<file path="config.mk">
export PLATFORM = sky130hd
export DESIGN_NAME = ram_rw_arbiter
export DESIGN_NICKNAME = d
export VERILOG_FILES = /design/src/rtl/ram_arb_pkg.sv /design/src/rtl/rr_arb2.sv /design/src/rtl/ram_rw_arbiter.sv
export SDC_FILE = /design/constraint.sdc
export NUM_CORES = 1
export LEC_CHECK = 0
export ABC_AREA = 1
export CAP_MARGIN = 20
export CELL_PAD_IN_SITES_DETAIL_PLACEMENT = 1
export CELL_PAD_IN_SITES_GLOBAL_PLACEMENT = 1
export CORE_ASPECT_RATIO = 1.1
export CORE_MARGIN = 4
export CORE_UTILIZATION = 18
export CTS_CLUSTER_SIZE = 12
export DETAILED_ROUTE_END_ITERATION = 7
export GPL_ROUTABILITY_DRIVEN = 0
export PLACE_DENSITY = 0.7
export SLEW_MARGIN = 20
export SYNTH_ARGS = -nofsm -noshare
export SYNTH_HDL_FRONTEND = slang
export SYNTH_SLANG_ARGS = --single-unit
</file>
<file path="constraint.sdc">
create_clock -name clk -period 1.1 [get_ports clk]
set_clock_uncertainty 0.05 [all_clocks]
set_input_delay 0.275 -clock clk [delete_from_list [all_inputs] [get_ports clk]]
set_output_delay 0.275 -clock clk [all_outputs]
set_load 0.1 [all_outputs]
</file>
<file path="src/rtl/ram_arb_pkg.sv">
// Shared types for the RAM read/write arbiter: sequencer states and port index.
package ram_arb_pkg;

    typedef enum logic {
        INIT = 1'b0,
        ARB  = 1'b1
    } state_t;

    typedef logic port_t;

    localparam port_t PORT0 = 1'b0;
    localparam port_t PORT1 = 1'b1;

    // Under contention the port that did not win last time goes next.
    function automatic port_t rr_pick(input port_t last);
        return (last == PORT1) ? PORT0 : PORT1;
    endfunction

endpackage

</file>
<file path="src/rtl/rr_arb2.sv">
// Two-request round-robin arbiter; grants are combinational, the last winner is registered.
module rr_arb2
    import ram_arb_pkg::*;
(
    input  logic clk,
    input  logic reset,
    input  logic en,
    input  logic req0,
    input  logic req1,
    output logic gnt0,
    output logic gnt1,
    output logic last
);

    port_t last_q;
    port_t pick;

    assign pick = rr_pick(last_q);
    assign last = last_q;

    always_comb begin
        gnt0 = 1'b0;
        gnt1 = 1'b0;
        if (en) begin
            if (req0 && req1) begin
                gnt0 = (pick == PORT0);
                gnt1 = (pick == PORT1);
            end else begin
                gnt0 = req0;
                gnt1 = req1;
            end
        end
    end

    // Reset to port 1 so port 0 wins the first conflict.
    always_ff @(posedge clk or posedge reset) begin
        if (reset) begin
            last_q <= PORT1;
        end else if (gnt0) begin
            last_q <= PORT0;
        end else if (gnt1) begin
            last_q <= PORT1;
        end
    end

endmodule

</file>
<file path="src/rtl/ram_rw_arbiter.sv">
// Zero-fills a single-port RAM after reset/clear, then shares it between two
// requesters round-robin, returning read data with a registered valid strobe.
module ram_rw_arbiter
    import ram_arb_pkg::*;
#(
    parameter int unsigned ADDR_WIDTH = 2,
    parameter int unsigned DATA_WIDTH = 2
) (
    input  logic                  clk,
    input  logic                  reset,
    input  logic                  clr,
    input  logic                  req0,
    input  logic                  req1,
    input  logic                  we0,
    input  logic                  we1,
    input  logic [ADDR_WIDTH-1:0] addr0,
    input  logic [ADDR_WIDTH-1:0] addr1,
    input  logic [DATA_WIDTH-1:0] wdata0,
    input  logic [DATA_WIDTH-1:0] wdata1,
    output logic                  gnt0,
    output logic                  gnt1,
    output logic                  rvalid0,
    output logic                  rvalid1,
    output logic [DATA_WIDTH-1:0] rdata,
    output logic                  init_done,
    output logic                  ram_wr_en,
    output logic [ADDR_WIDTH-1:0] ram_addr,
    output logic [DATA_WIDTH-1:0] ram_wdata,
    input  logic [DATA_WIDTH-1:0] ram_rdata
);

    localparam int unsigned DEPTH = 1 << ADDR_WIDTH;
    localparam logic [ADDR_WIDTH-1:0] LAST_ADDR = ADDR_WIDTH'(DEPTH - 1);

    state_t                state;
    logic [ADDR_WIDTH-1:0] init_cnt;
    logic                  arb_en;
    logic                  last;

    assign arb_en    = (state == ARB);
    assign init_done = (state == ARB);
    assign rdata     = ram_rdata;

    rr_arb2 u_rr_arb2 (
        .clk   (clk),
        .reset (reset),
        .en    (arb_en),
        .req0  (req0),
        .req1  (req1),
        .gnt0  (gnt0),
        .gnt1  (gnt1),
        .last  (last)
    );

    // Sequencer: zero-fill walk, then arbitration; read strobes follow a granted read by one cycle.
    always_ff @(posedge clk or posedge reset) begin
        if (reset) begin
            state    <= INIT;
            init_cnt <= '0;
            rvalid0  <= 1'b0;
            rvalid1  <= 1'b0;
        end else begin
            case (state)
                INIT: begin
                    rvalid0 <= 1'b0;
                    rvalid1 <= 1'b0;
                    if (clr) begin
                        init_cnt <= '0;
                    end else if (init_cnt == LAST_ADDR) begin
                        init_cnt <= '0;
                        state    <= ARB;
                    end else begin
                        init_cnt <= init_cnt + 1'b1;
                    end
                end
                ARB: begin
                    rvalid0 <= gnt0 && !we0;
                    rvalid1 <= gnt1 && !we1;
                    if (clr) begin
                        init_cnt <= '0;
                        state    <= INIT;
                    end
                end
                default: begin
                    state    <= INIT;
                    init_cnt <= '0;
                    rvalid0  <= 1'b0;
                    rvalid1  <= 1'b0;
                end
            endcase
        end
    end

    // RAM command mux: zero-fill writes in INIT, granted port otherwise, idle read of address 0.
    always_comb begin
        ram_wr_en = 1'b0;
        ram_addr  = '0;
        ram_wdata = '0;
        if (state == INIT) begin
            ram_wr_en = 1'b1;
            ram_addr  = init_cnt;
        end else if (gnt0) begin
            ram_wr_en = we0;
            ram_addr  = addr0;
            ram_wdata = wdata0;
        end else if (gnt1) begin
            ram_wr_en = we1;
            ram_addr  = addr1;
            ram_wdata = wdata1;
        end
    end

endmodule

</file>
# Word-level counts from Yosys, hierarchy flattened
# Cells that the tools add are included.
# W data, S select, Z words.
[word_totals]
ff_bits = 6
input_bits = 17
out_inout_bits = 12
wordCells = 41
[classes]
n_addsub = 1
eq_ne = 2
mux = 26
bitwise = 1
n_reduce_logical = 6
[op_table]
columns = ["op", "n"]
rows = [
  ["$mux W2", 9],
  ["$mux W1", 13],
  ["$pmux W1 S2", 3],
  ["$pmux W2 S2", 1],
  ["$logic_and A1 B1 Y1", 3],
  ["$add A2 B1 Y2 const B", 1],
  ["$eq A2 B2 Y1 const B", 1],
  ["$logic_not A1 Y1", 2],
  ["$ne A2 B2 Y1 const B", 1],
  ["$reduce_bool A2 Y1", 1],
  ["$not A1 Y1", 1],
]

# Longest topological paths before layout
[depth]
depth_word = 6
mapped_depth = 5
mapped_depth_nobuf = 5

# Hierarchy
# From an unflattened synthesis, not the netlist that was laid out.
[hier_totals]
hier_cells = 60
hier_area_um2 = 411.6
[modules_own_cells]
columns = ["mod", "instances", "cells_per_inst", "area_per_inst_um2"]
rows = [
  ["ram_rw_arbiter", 1, 47, 334.1],
  ["rr_arb2", 1, 13, 77.6],
]

# Worst setup path before layout
# Ideal clock, no wire load.
[synth_path]
path_kind = "reg-to-output"
startpoint = "register state, in the netlist init_done"
endpoint = "output port ram_wdata[0]"
arrival_ns = 2.864
required_time_ns = 0.775
slack_ns = -2.089
stages_incl_launch_ff = 5
path_buffers = 0
path_cell_list = "dfrtp_1 nand2_1 a21oi_2 nand2_1 nand2_1"
[synth_between]
word_cells_on_any_way = 5
classes_between = "5 x mux"
[synth_lines]
columns = ["item", "line_no", "rtl"]
rows = [
  ["start: declaration", "ram_rw_arbiter.sv:35", "state_t state;"],
  ["start signal: assignment", "ram_rw_arbiter.sv:58", "state <= INIT;"],
  ["start signal: assignment", "ram_rw_arbiter.sv:71", "state <= ARB;"],
  ["start signal: assignment", "ram_rw_arbiter.sv:81", "state <= INIT;"],
  ["$mux W1", "rr_arb2.sv:24", "if (en) begin"],
  ["net gnt0", "ram_rw_arbiter.sv:20", "output logic gnt0,"],
  ["$mux W2", "ram_rw_arbiter.sv:102", "end else if (gnt0) begin"],
  ["$mux W2", "ram_rw_arbiter.sv:99", "if (state == INIT) begin"],
  ["end: declaration", "ram_rw_arbiter.sv:28", "output logic [DATA_WIDTH-1:0] ram_wdata,"],
]
# The timed path passes the listed nets, and every way through them passes these cells.

# Worst setup path after layout
[layout_path]
startpoint = "register u_rr_arb2.last_q, in the netlist u_rr_arb2.last"
endpoint = "output port ram_wdata[1]"
[layout_between]
elab_chain_len = 6
word_cells_on_any_way = 8
classes_between = "8 x mux"
[layout_rtl]
columns = ["item", "line_no", "rtl"]
rows = [
  ["start: declaration", "rr_arb2.sv:15", "port_t last_q;"],
  ["start signal: assignment", "rr_arb2.sv:38", "last_q <= PORT1;"],
  ["start signal: assignment", "rr_arb2.sv:40", "last_q <= PORT0;"],
  ["start signal: assignment", "rr_arb2.sv:42", "last_q <= PORT1;"],
  ["$mux W1", "ram_arb_pkg.sv:16", "return (last == PORT1) ? PORT0 : PORT1;"],
  ["$mux W1", "rr_arb2.sv:25", "if (req0 && req1) begin"],
  ["$mux W1", "rr_arb2.sv:24", ""],
  ["$mux W2", "ram_rw_arbiter.sv:106", "end else if (gnt1) begin"],
  ["$mux W2 *", "ram_rw_arbiter.sv:102", ""],
  ["$mux W2 *", "ram_rw_arbiter.sv:99", ""],
]
# Every way passes the cells marked *; elsewhere a longest branch is shown, timed or not.

==> impl_metrics.toml <==
[place]
placedInstanceArea_um2 = 903
post-place-cells = 112
dpl.hpwl_um = 1320
portBuffers = 24

[routing]
ant_nets = 0
route.detailed.vias_per_inst = 4.28
wl_per_instance_um = 13.3
initialDrtViolationCount = 2
post-route-drc-count = 0
detailedRoute.firstPassIterationCount = 2
detail_route.wirelength_um = 1570
via_count = 505

[critical_path]
critical_path.endpoint_type = "output port"
worst_ep_arrival_time_ns = 1.36
crit_path_max_incr_delay_ns = 0.54
critical_path_class = "register to output port"
crit_chain = "inv_2 > a21oi_4 > nand2_2 > nand2_8 > buf_12"
path_max_fanout = 3
worstSetupStartpointType = "register"
cpMaxStageDelayCell = "sky130_fd_sc_hd__dfstp_2"
required_time_at_the_endpoint_of_the_critical_path_ns = 0.77

[global_routing]
globalRouteOverflowTotal = 0
antenna_found_initial = 0
grt_first_pass_wirelength_um = 2700
global_route_total_usage_across_every_layer = 0.130
grt_max_degree = 7
first_global_vias = 565

[cells_and_area]
antennaDiodeCount = 0
nets = 109
fin_area_um2 = 996
post_layout_nonfiller_instances = 118
area.growth.synth_to_final_pct = 163
post_route_cells_drive_above_1_share = 0.644

[floorplanning]
top_level_ports = 29
rows = 17
design.core.area_um2 = 2000
dieArea_um2 = 2910
dieWidth_um = 51.8
die-height_um = 56.1
initial_core_util = 0.190

[power]
power_frac_comb = 0.651
irDropWorstVdd_v = 0.000698
total_leakage_power_uw = 0.000445
power_density_nw_per_um2 = 1670
netSwitchingFraction = 0.482
seq_power_share = 0.211
p_switching_uw = 801
internal-power_uw = 862
clock_power_share = 0.138

[sta]
worst_pin_slew_ns = 0.260
setup_viol = 12
post-route-worst-setup-slack_ns = -0.585
hold_ws_ns = 0.172
worst_slew_margin_rel = 0.827
final_hold_viol_count = 0
grt_setup_unrepaired = "yes"
timing.final.crit_share = 1.53
final_max_slew_viol_count = 0
achievable-frequency_ghz = 0.594
setup_total_negative_slack_ns = -4.58
timing.final.crit_period_ns = 1.68

[synth]
net_count_after_synthesis = 70
yosysUniqueCellTypes = 15
yosys_warnings = 0
netlist_area_um2 = 379
synth_cells = 52
synth_seq_cells = 6
synth-seq-area-share = 0.399
syn_avg_cell_area_um2 = 7.29

[cts]
htree_levels = 1
worstSkewPairLatency_ns = 0.26
cts_tree = "done"
clkSlewWorstSetupHoldPaths_ns = 0.05
tritoncts.num_buffers = 3
cts_root_buf = "sky130_fd_sc_hd__clkbuf_4"
cts-root-to-sink-buffers = 2
postCtsHoldBufs = 0
clock-sinks = 6

[flow_run]
maxCapViolations = 0

[worst_hold_path]
hold_path_class = "input pin to async pin"

[run_status]
run_status = "finished with violations"
failed_checks = "negative setup slack"
## repair_timing
action                                  in CTS  in global routing
pin swaps                                    3                  2
endpoints found under the setup margin      14                 15
resized for setup                           13                 10
setup buffers                                2                  1
## synth_stat cells
library cell	count	area share
sky130_fd_sc_hd__a21oi_1	2	0.026
sky130_fd_sc_hd__nand3_1	9	0.12
sky130_fd_sc_hd__nand2_1	13	0.13
sky130_fd_sc_hd__nor2_2	1	0.017
sky130_fd_sc_hd__buf_4	2	0.040
sky130_fd_sc_hd__ha_1	1	0.033
sky130_fd_sc_hd__inv_2	2	0.020
sky130_fd_sc_hd__a21oi_4	1	0.043
sky130_fd_sc_hd__nor2_1	4	0.040
sky130_fd_sc_hd__o21ai_0	2	0.026
sky130_fd_sc_hd__inv_1	7	0.069
sky130_fd_sc_hd__dfstp_2	1	0.069
sky130_fd_sc_hd__a21oi_2	1	0.023
sky130_fd_sc_hd__nand2_2	1	0.017
sky130_fd_sc_hd__dfrtp_1	5	0.33
## state kept, by name, indices dropped and copies added (netlist names)
name	flops
init_cnt	2
u_rr_arb2.last	1
rvalid1	1
rvalid0	1
init_done	1
## layer usage
layer	wire, um	up-vias	GRT usage	share of wire
met2	857	23	0.224	0.54
met1	584	237	0.134	0.37
met4	57	0	0.101	0.036
li1	-	239	-	-
met3	75	6	0.0214	0.048
met5	0	-	0	0
## cells in the final DEF, fill, tap and decap left out, types with 3 or more instances in the layout
cell,n
sky130_fd_sc_hd__nand2_4,3
sky130_fd_sc_hd__nand2_1,3
sky130_fd_sc_hd__nor2_1,3
sky130_fd_sc_hd__buf_12,10
sky130_fd_sc_hd__nand3_1,3
sky130_fd_sc_hd__clkbuf_4,3
sky130_fd_sc_hd__nand2_2,6
sky130_fd_sc_hd__clkdlybuf4s50_1,12
sky130_fd_sc_hd__buf_4,10
sky130_fd_sc_hd__inv_1,3
sky130_fd_sc_hd__inv_2,5
sky130_fd_sc_hd__dfrtp_2,3
sky130_fd_sc_hd__nand3_2,4
## kinds of logic (layout without fill, tap and decap cells)
family	count (synthesis)	count (layout)	synth area share
compound gates	6	6	0.119
buf+inv	11	49	0.129
fa+ha+maj	1	1	0.0330
flops	6	6	0.399
simple gates	28	28	0.320
## metrics by stage
| step | power (uW) | utilization | worst slack [ns] |
|---|---|---|---|
| detailed placement | 1370 | 0.452 | -0.729 |
| floorplan | 960 | - | -0.966 |
| finish | 1660 | 0.498 | -0.585 |
| CTS | 1650 | 0.489 | -0.593 |
| global placement | 1340 | 0.452 | -0.701 |
| global route | 1770 | 0.498 | -0.652 |
## area by class of cell
cell class | count | area, um2
multi-input combinational | 35 | 304
tap | 28 | 35.0
inverter | 9 | 36.3
timing repair buffer | 36 | 435
clock buffer | 4 | 26.3
sequential | 6 | 159
fill | 242 | 1000
## critical path: cells and delay by family, from the launching register on
kind / cells / cell delay, ns
buf+inv: 2 / 0.22
simple gates: 2 / 0.18
flops: 1 / 0.54
compound gates: 1 / 0.15
## path summary, 6_finish.rpt
check / from / to / slack [ns] / cells after the start
max reg2reg: u_rr_arb2.last / u_rr_arb2.last / -0.09 / 6
min: reset / rvalid0 / 0.17 / 2
min reg2reg: init_cnt[1] / init_cnt[1] / 0.51 / 2
max: u_rr_arb2.last / ram_wdata[1] / -0.58 / 5
min in group clk: ram_rdata[0] / rdata[0] / 0.50 / 0
max in group asynchronous: reset / u_rr_arb2.last / 0.58 / 2
## power by group through the flow
| stage | Combinational, uW | Sequential (uW) | Clock, uW |
|---|---|---|---|
| after global routing | 1150 | 361 | 262 |
| after detailed placement | 1020 | 342 | 0 |
| after global placement | 1000 | 339 | 0 |
| final | 1080 | 351 | 230 |
| after floorplan | 560 | 400 | 0 |
| after CTS | 1060 | 341 | 248 |
Power figures use the tool's default switching activity.
==> patch 1, RTL diff (same flow settings) <==
Reset style: synchronous (`reset`), changed in 2 clocked blocks.
--- a/src/rtl/rr_arb2.sv
+++ b/src/rtl/rr_arb2.sv
@@ -33,7 +33,7 @@
     end
 
     // Reset to port 1 so port 0 wins the first conflict.
-    always_ff @(posedge clk or posedge reset) begin
+    always_ff @(posedge clk) begin
         if (reset) begin
             last_q <= PORT1;
         end else if (gnt0) begin
--- a/src/rtl/ram_rw_arbiter.sv
+++ b/src/rtl/ram_rw_arbiter.sv
@@ -53,7 +53,7 @@
     );
 
     // Sequencer: zero-fill walk, then arbitration; read strobes follow a granted read by one cycle.
-    always_ff @(posedge clk or posedge reset) begin
+    always_ff @(posedge clk) begin
         if (reset) begin
             state    <= INIT;
             init_cnt <= '0;
Formal check against the unedited RTL: differs if reset is asserted again (counterexample within 4 cycles, from zero or initial values and one cycle with reset high); with reset held inactive, the same outputs for 10 cycles.
==> patch 1 against the unedited design <==
- the flow still finishes with violations (setup timing)
- first-iteration DRC count increased by 50%
- setup slack improved by 0.11 ns
- sequential cell count stayed put
- die area is 7.0% lower
- area after synthesis fell by 8.3%
- design area shrank 4.8%
- non-clock buffer count shrank 1
- wire length down 15%
Power is not compared: it rests on default switching activity, and its combinational part moved more than twofold at a synthesized area within 25%.
==> patch 1: results (changes against the unedited design) <==
* Met1 WL at 502 um (-14%)
* Worst Tran Pin Value at 0.2352 ns (-0.02459 ns)
* Leak at approximately 0.42 nW
* Sequential area share after synthesis at 0.3453 (-0.05402)
* Hold buffer count at CTS at 0 (unchanged)
* Async S/R FF share, synth at 0 (-1.000)
* Remaining DRCs at 0 (unchanged)
* Most instantiated cells after synthesis: nand2_1, nand3_1, dfxtp_1, nor2_1, inv_1
* FF-to-FF path depth at 5 (-1)
* Failing checks: setup timing
* WP data arrival at 1.25 ns (-0.11 ns)
* First-pass GRT wire length at 2401 um (-11%)
* Min-Delay Endpoint: init_cnt[1]
* Final Setup Violations at 8 (-4)
* Largest cells by area after synthesis: dfxtp_1, nand2_1, nand3_1
* Total Neg Setup Slack at -3.222 ns (+1.356 ns)
* Met2 GRT Util at 0.2247 (+0.001033)
* DP Cell Count at 102 (-8.9%)
* Iteration-0 DRC Markers at 3 (+1)
* Worst hold slack at 0.4967 ns (+0.3247 ns)
* Post-DP HPWL at 1150 um (-13%)
* Worst r2r src: init_done
* WL final at 1336 um (-15%)
* Met1 Use GR at 0.1178 (-0.01646)
* Initial antenna violation count at 0 (unchanged)
* Largest net degree at the start of global routing at 5 (-2)
* Vias/cell at 4.561 (+6.6%)
* CTS clk-pin slew, worst paths at 0.05 ns (about the same)
* Worst setup margin at -0.4794 ns (+0.1054 ns)
* DR WL met3 at 88 um (+17%)
* Synth Flop Type: dfxtp_1
* GRT Overall Usage at 0.1218 (-0.008028)
* Pre-CTS WS at -0.7329 ns (-0.003618 ns)
* Total power at 0.0006072 W
* Syn_area_per_cell at 6.689 um^2 (-8.3%)
* Layout cell share with drive strength beyond 1 at 0.6292 (-0.01523)
* Met3 global-route usage at 0.02216 (+0.0007129)
* Final non-filler cell total at 107 (-9.3%)
* Worst hold path class: flip-flop to flip-flop
* RR Endpoint: init_cnt[0]
* Reg-to-reg slack, setup at 0.07 ns (+0.16 ns)
* Library cells used by synthesis at 14 (-1)
* Routed met2 length at 708 um (-17%)
* Run status: finished, violations left
* Cell area after placement at 894.6 um^2 (-0.97%)
==> patch 1: cell count changes after synthesis, sizes merged <==
cell   delta
a21oi     -2
nor3      +3
dfxtp     +6
o21ai     -1
or2       +1
inv       -4
dfrtp     -5
dfstp     -1
nand2     +3
==> patch 1: cell families after synthesis <==
| group | after synthesis | share of synthesized area |
|---|---|---|
| and+or+nand+nor | 35 | 0.4568 |
| buffers and inverters | 7 | 0.09709 |
| DFF | 6 | 0.3453 |
| AOI/OAI and AO/OA | 3 | 0.06474 |
| adders and majority gates | 1 | 0.03597 |
==> patch 1: power breakdown <==
part / switching, W / internal, W
Clock: 0.0000919 / 0.000138
Combinational: 0.0000735 / 0.0000799
Sequential: 0.00000409 / 0.000220
==> patch 1: critical path, cell delays in order <==
cell	delay (ns)
dlygate4sd2_1	0.28
buf_4	0.16
a21oi_4	0.18
nand2_2	0.11
nand2_8	0.09
buf_12	0.16
==> patch 1: what timing repair did <==
action,4_1_cts,5_1_grt
pin swaps,2,1
buffers inserted,1,0
resized for setup,11,1
endpoints found under the setup margin,13,11
==> patch 1: final cells by class <==
type	count	area, um^2
multi-input combinational	39	324.1
inverter	5	23.77
clock buffer	4	26.28
sequential	6	127.6
tap	18	22.52
timing repair buffer	35	424.2
fill	207	853.3
==> patch 1: worst max path at each step <==
stage,start,to,slack (ns),depth (start not counted)
after floorplan,init_done,ram_wdata[0],-0.89,4
after global placement,req1,ram_wr_en,-0.72,5
after detailed placement,req1,ram_wdata[0],-0.73,6
after CTS,init_done,ram_wdata[0],-0.49,5
after global routing,init_done,ram_wdata[1],-0.52,5
final,req0,ram_wdata[0],-0.48,6
==> patch 2, RTL diff (config.mk and constraints unchanged) <==
Made on the original files. Change the parameter `ADDR_WIDTH` from 2 to 3.
--- a/src/rtl/ram_rw_arbiter.sv
+++ b/src/rtl/ram_rw_arbiter.sv
@@ -3,7 +3,7 @@
 module ram_rw_arbiter
     import ram_arb_pkg::*;
 #(
-    parameter int unsigned ADDR_WIDTH = 2,
+    parameter int unsigned ADDR_WIDTH = 3,
     parameter int unsigned DATA_WIDTH = 2
 ) (
     input  logic                  clk,
Interface: changed (resized addr0, addr1 and ram_addr); port bits go from 29 to 32. No check against the original RTL was run, so the function may have changed too.
==> patch 2 against the unedited design <==
- setup slack lost 0.059 ns
- design area grew 26%
- sequential cell count grew 1
- area after synthesis grew 19%
- highest routed layer unchanged
- die area grew 16%
- the run still ends with setup timing left
- cell count grew 18%
- wire length grew 40%
Power is not compared: it rests on default switching activity, and its combinational part moved more than twofold at a synthesized area within 25%.
==> patch 2: results (changes against the unedited design) <==
* FF-to-FF path depth at 7 (+1)
* Synth Net Count at 82 (+17%)
* Critical-path top delay cell: dfrtp_4
* Worst path top cell family by delay: flip-flops
* Clock-cell share of area at 0.02102 (-0.005361)
* Relative slew slack at 0.7736 (-0.05322)
* Multiplexer share of the synthesized area at 0 (unchanged)
* Sequential area share after synthesis at 0.3917 (-0.007673)
* First-pass GRT wire length at 3408 um (+26%)
* WL final at 2200 um (+40%)
* Vias at 608 (+20%)
* Post-DP HPWL at 1496 um (+13%)
* Worst setup margin at -0.6435 ns (-0.05871 ns)
* Fin. Hold Viols at 0 (unchanged)
* Buffers, non-clock at 46 (+28%)
* Non-clock buffer share at 0.4284 (-0.008758)
* Total Neg Setup Slack at -6.647 ns (-2.068 ns)
* Nets at 131 (+20%)
* Area of the multi-input gates at 425.4 um^2 (+40%)
* Reg-to-reg slack, setup at -0.36 ns (-0.27 ns)
* Design Area, Final at 1250 um^2 (+26%)
* Final Setup Violations at 18 (+6)
* Post-Synth Adder-Cell Area at 0.05556 (+0.02255)
* CP Capture Point: ram_wr_en
* Library cells used by synthesis at 14 (-1)
* FFs & Latches at 7 (+1)
* # port buffers at 27 (+13%)
* Most instantiated cells after synthesis: nand3_1, nand2_1, inv_1, dfrtp_1, nor2_1
* Vias in the first global route at 631 (+12%)
* RR Endpoint: u_rr_arb2.last
* H-tree depth at 1 (unchanged)
* Pre-CTS WS at -0.7800 ns (-0.05070 ns)
* Fillers at 263 (+8.7%)
* Largest cells by area after synthesis: dfrtp_1, nand3_1, nand2_1
* Worst hold slack at 0.2046 ns (+0.03258 ns)
* Multi-In Gates at 43 (+23%)
* Number of flip-flops in the largest register at 3 (+1)
* XOR/XNOR Fraction of Synth Area at 0 (unchanged)
* Delay of the slowest critical-path stage at 0.53 ns
* Layout cell share with drive strength beyond 1 at 0.6972 (+0.05280)
* Largest net degree at the start of global routing at 8 (+1)
* Cells after Synth at 61 (+17%)
* GRT Overall Usage at 0.1391 (+0.009230)
* Setup crit start: init_done
* Count of non-CTS inverters in the layout at 9 (unchanged)
* Seq area share at 0.1461 (-0.01340)
* Critical Path Fanout Max at 5 (+2)
* Synth Area in Compound Gates at 0.08889 (-0.02992)
* Pre-antenna DRT Iters at 3 (+1)
* WP data arrival at 1.42 ns (+0.06 ns)
* Failing checks: setup timing
* Cell area after placement at 1045 um^2 (+16%)
* Run status: finished, violations left
* Area Growth Syn to Fin at 177.5%
* CTS Buffer Depth at 2 (unchanged)
* Vias/cell at 4.374 (+2.2%)
* Iteration-0 DRC Markers at 6 (+4)
* Async S/R FF share, synth at 1.000 (unchanged)
-- patch 2: changes by cell type after synthesis --
cell / before / now
ha_1: 1 / 2
nor2_2: 1 / 0
nand2_2: 1 / 2
dfrtp_1: 5 / 6
nand2_1: 13 / 15
o21ai_0: 2 / 1
nor2_1: 4 / 3
nand3_1: 9 / 16
-- patch 2: report_power, final --
group          leakage (nW)  internal, W  switching (W)  total [W]
Clock                0.0150     0.000138      0.0000891   0.000227
Sequential           0.0864     0.000285      0.0000222   0.000307
Combinational         0.443     0.000185       0.000232   0.000417
-- patch 2: per-layer routing --
layer | wire [um] | track usage
met1 | 781 | 0.1397
met2 | 1258 | 0.2669
met3 | 120 | 0.03830
met4 | 40 | 0.07292
met5 | 0 | 0
-- patch 2: what timing repair did --
action                                  4_1_cts  5_1_grt
endpoints found under the setup margin       17       17
gates resized for setup                      27        5
pin swaps                                     7        3
buffers inserted                              4        4
endpoints found under the hold margin         0        0
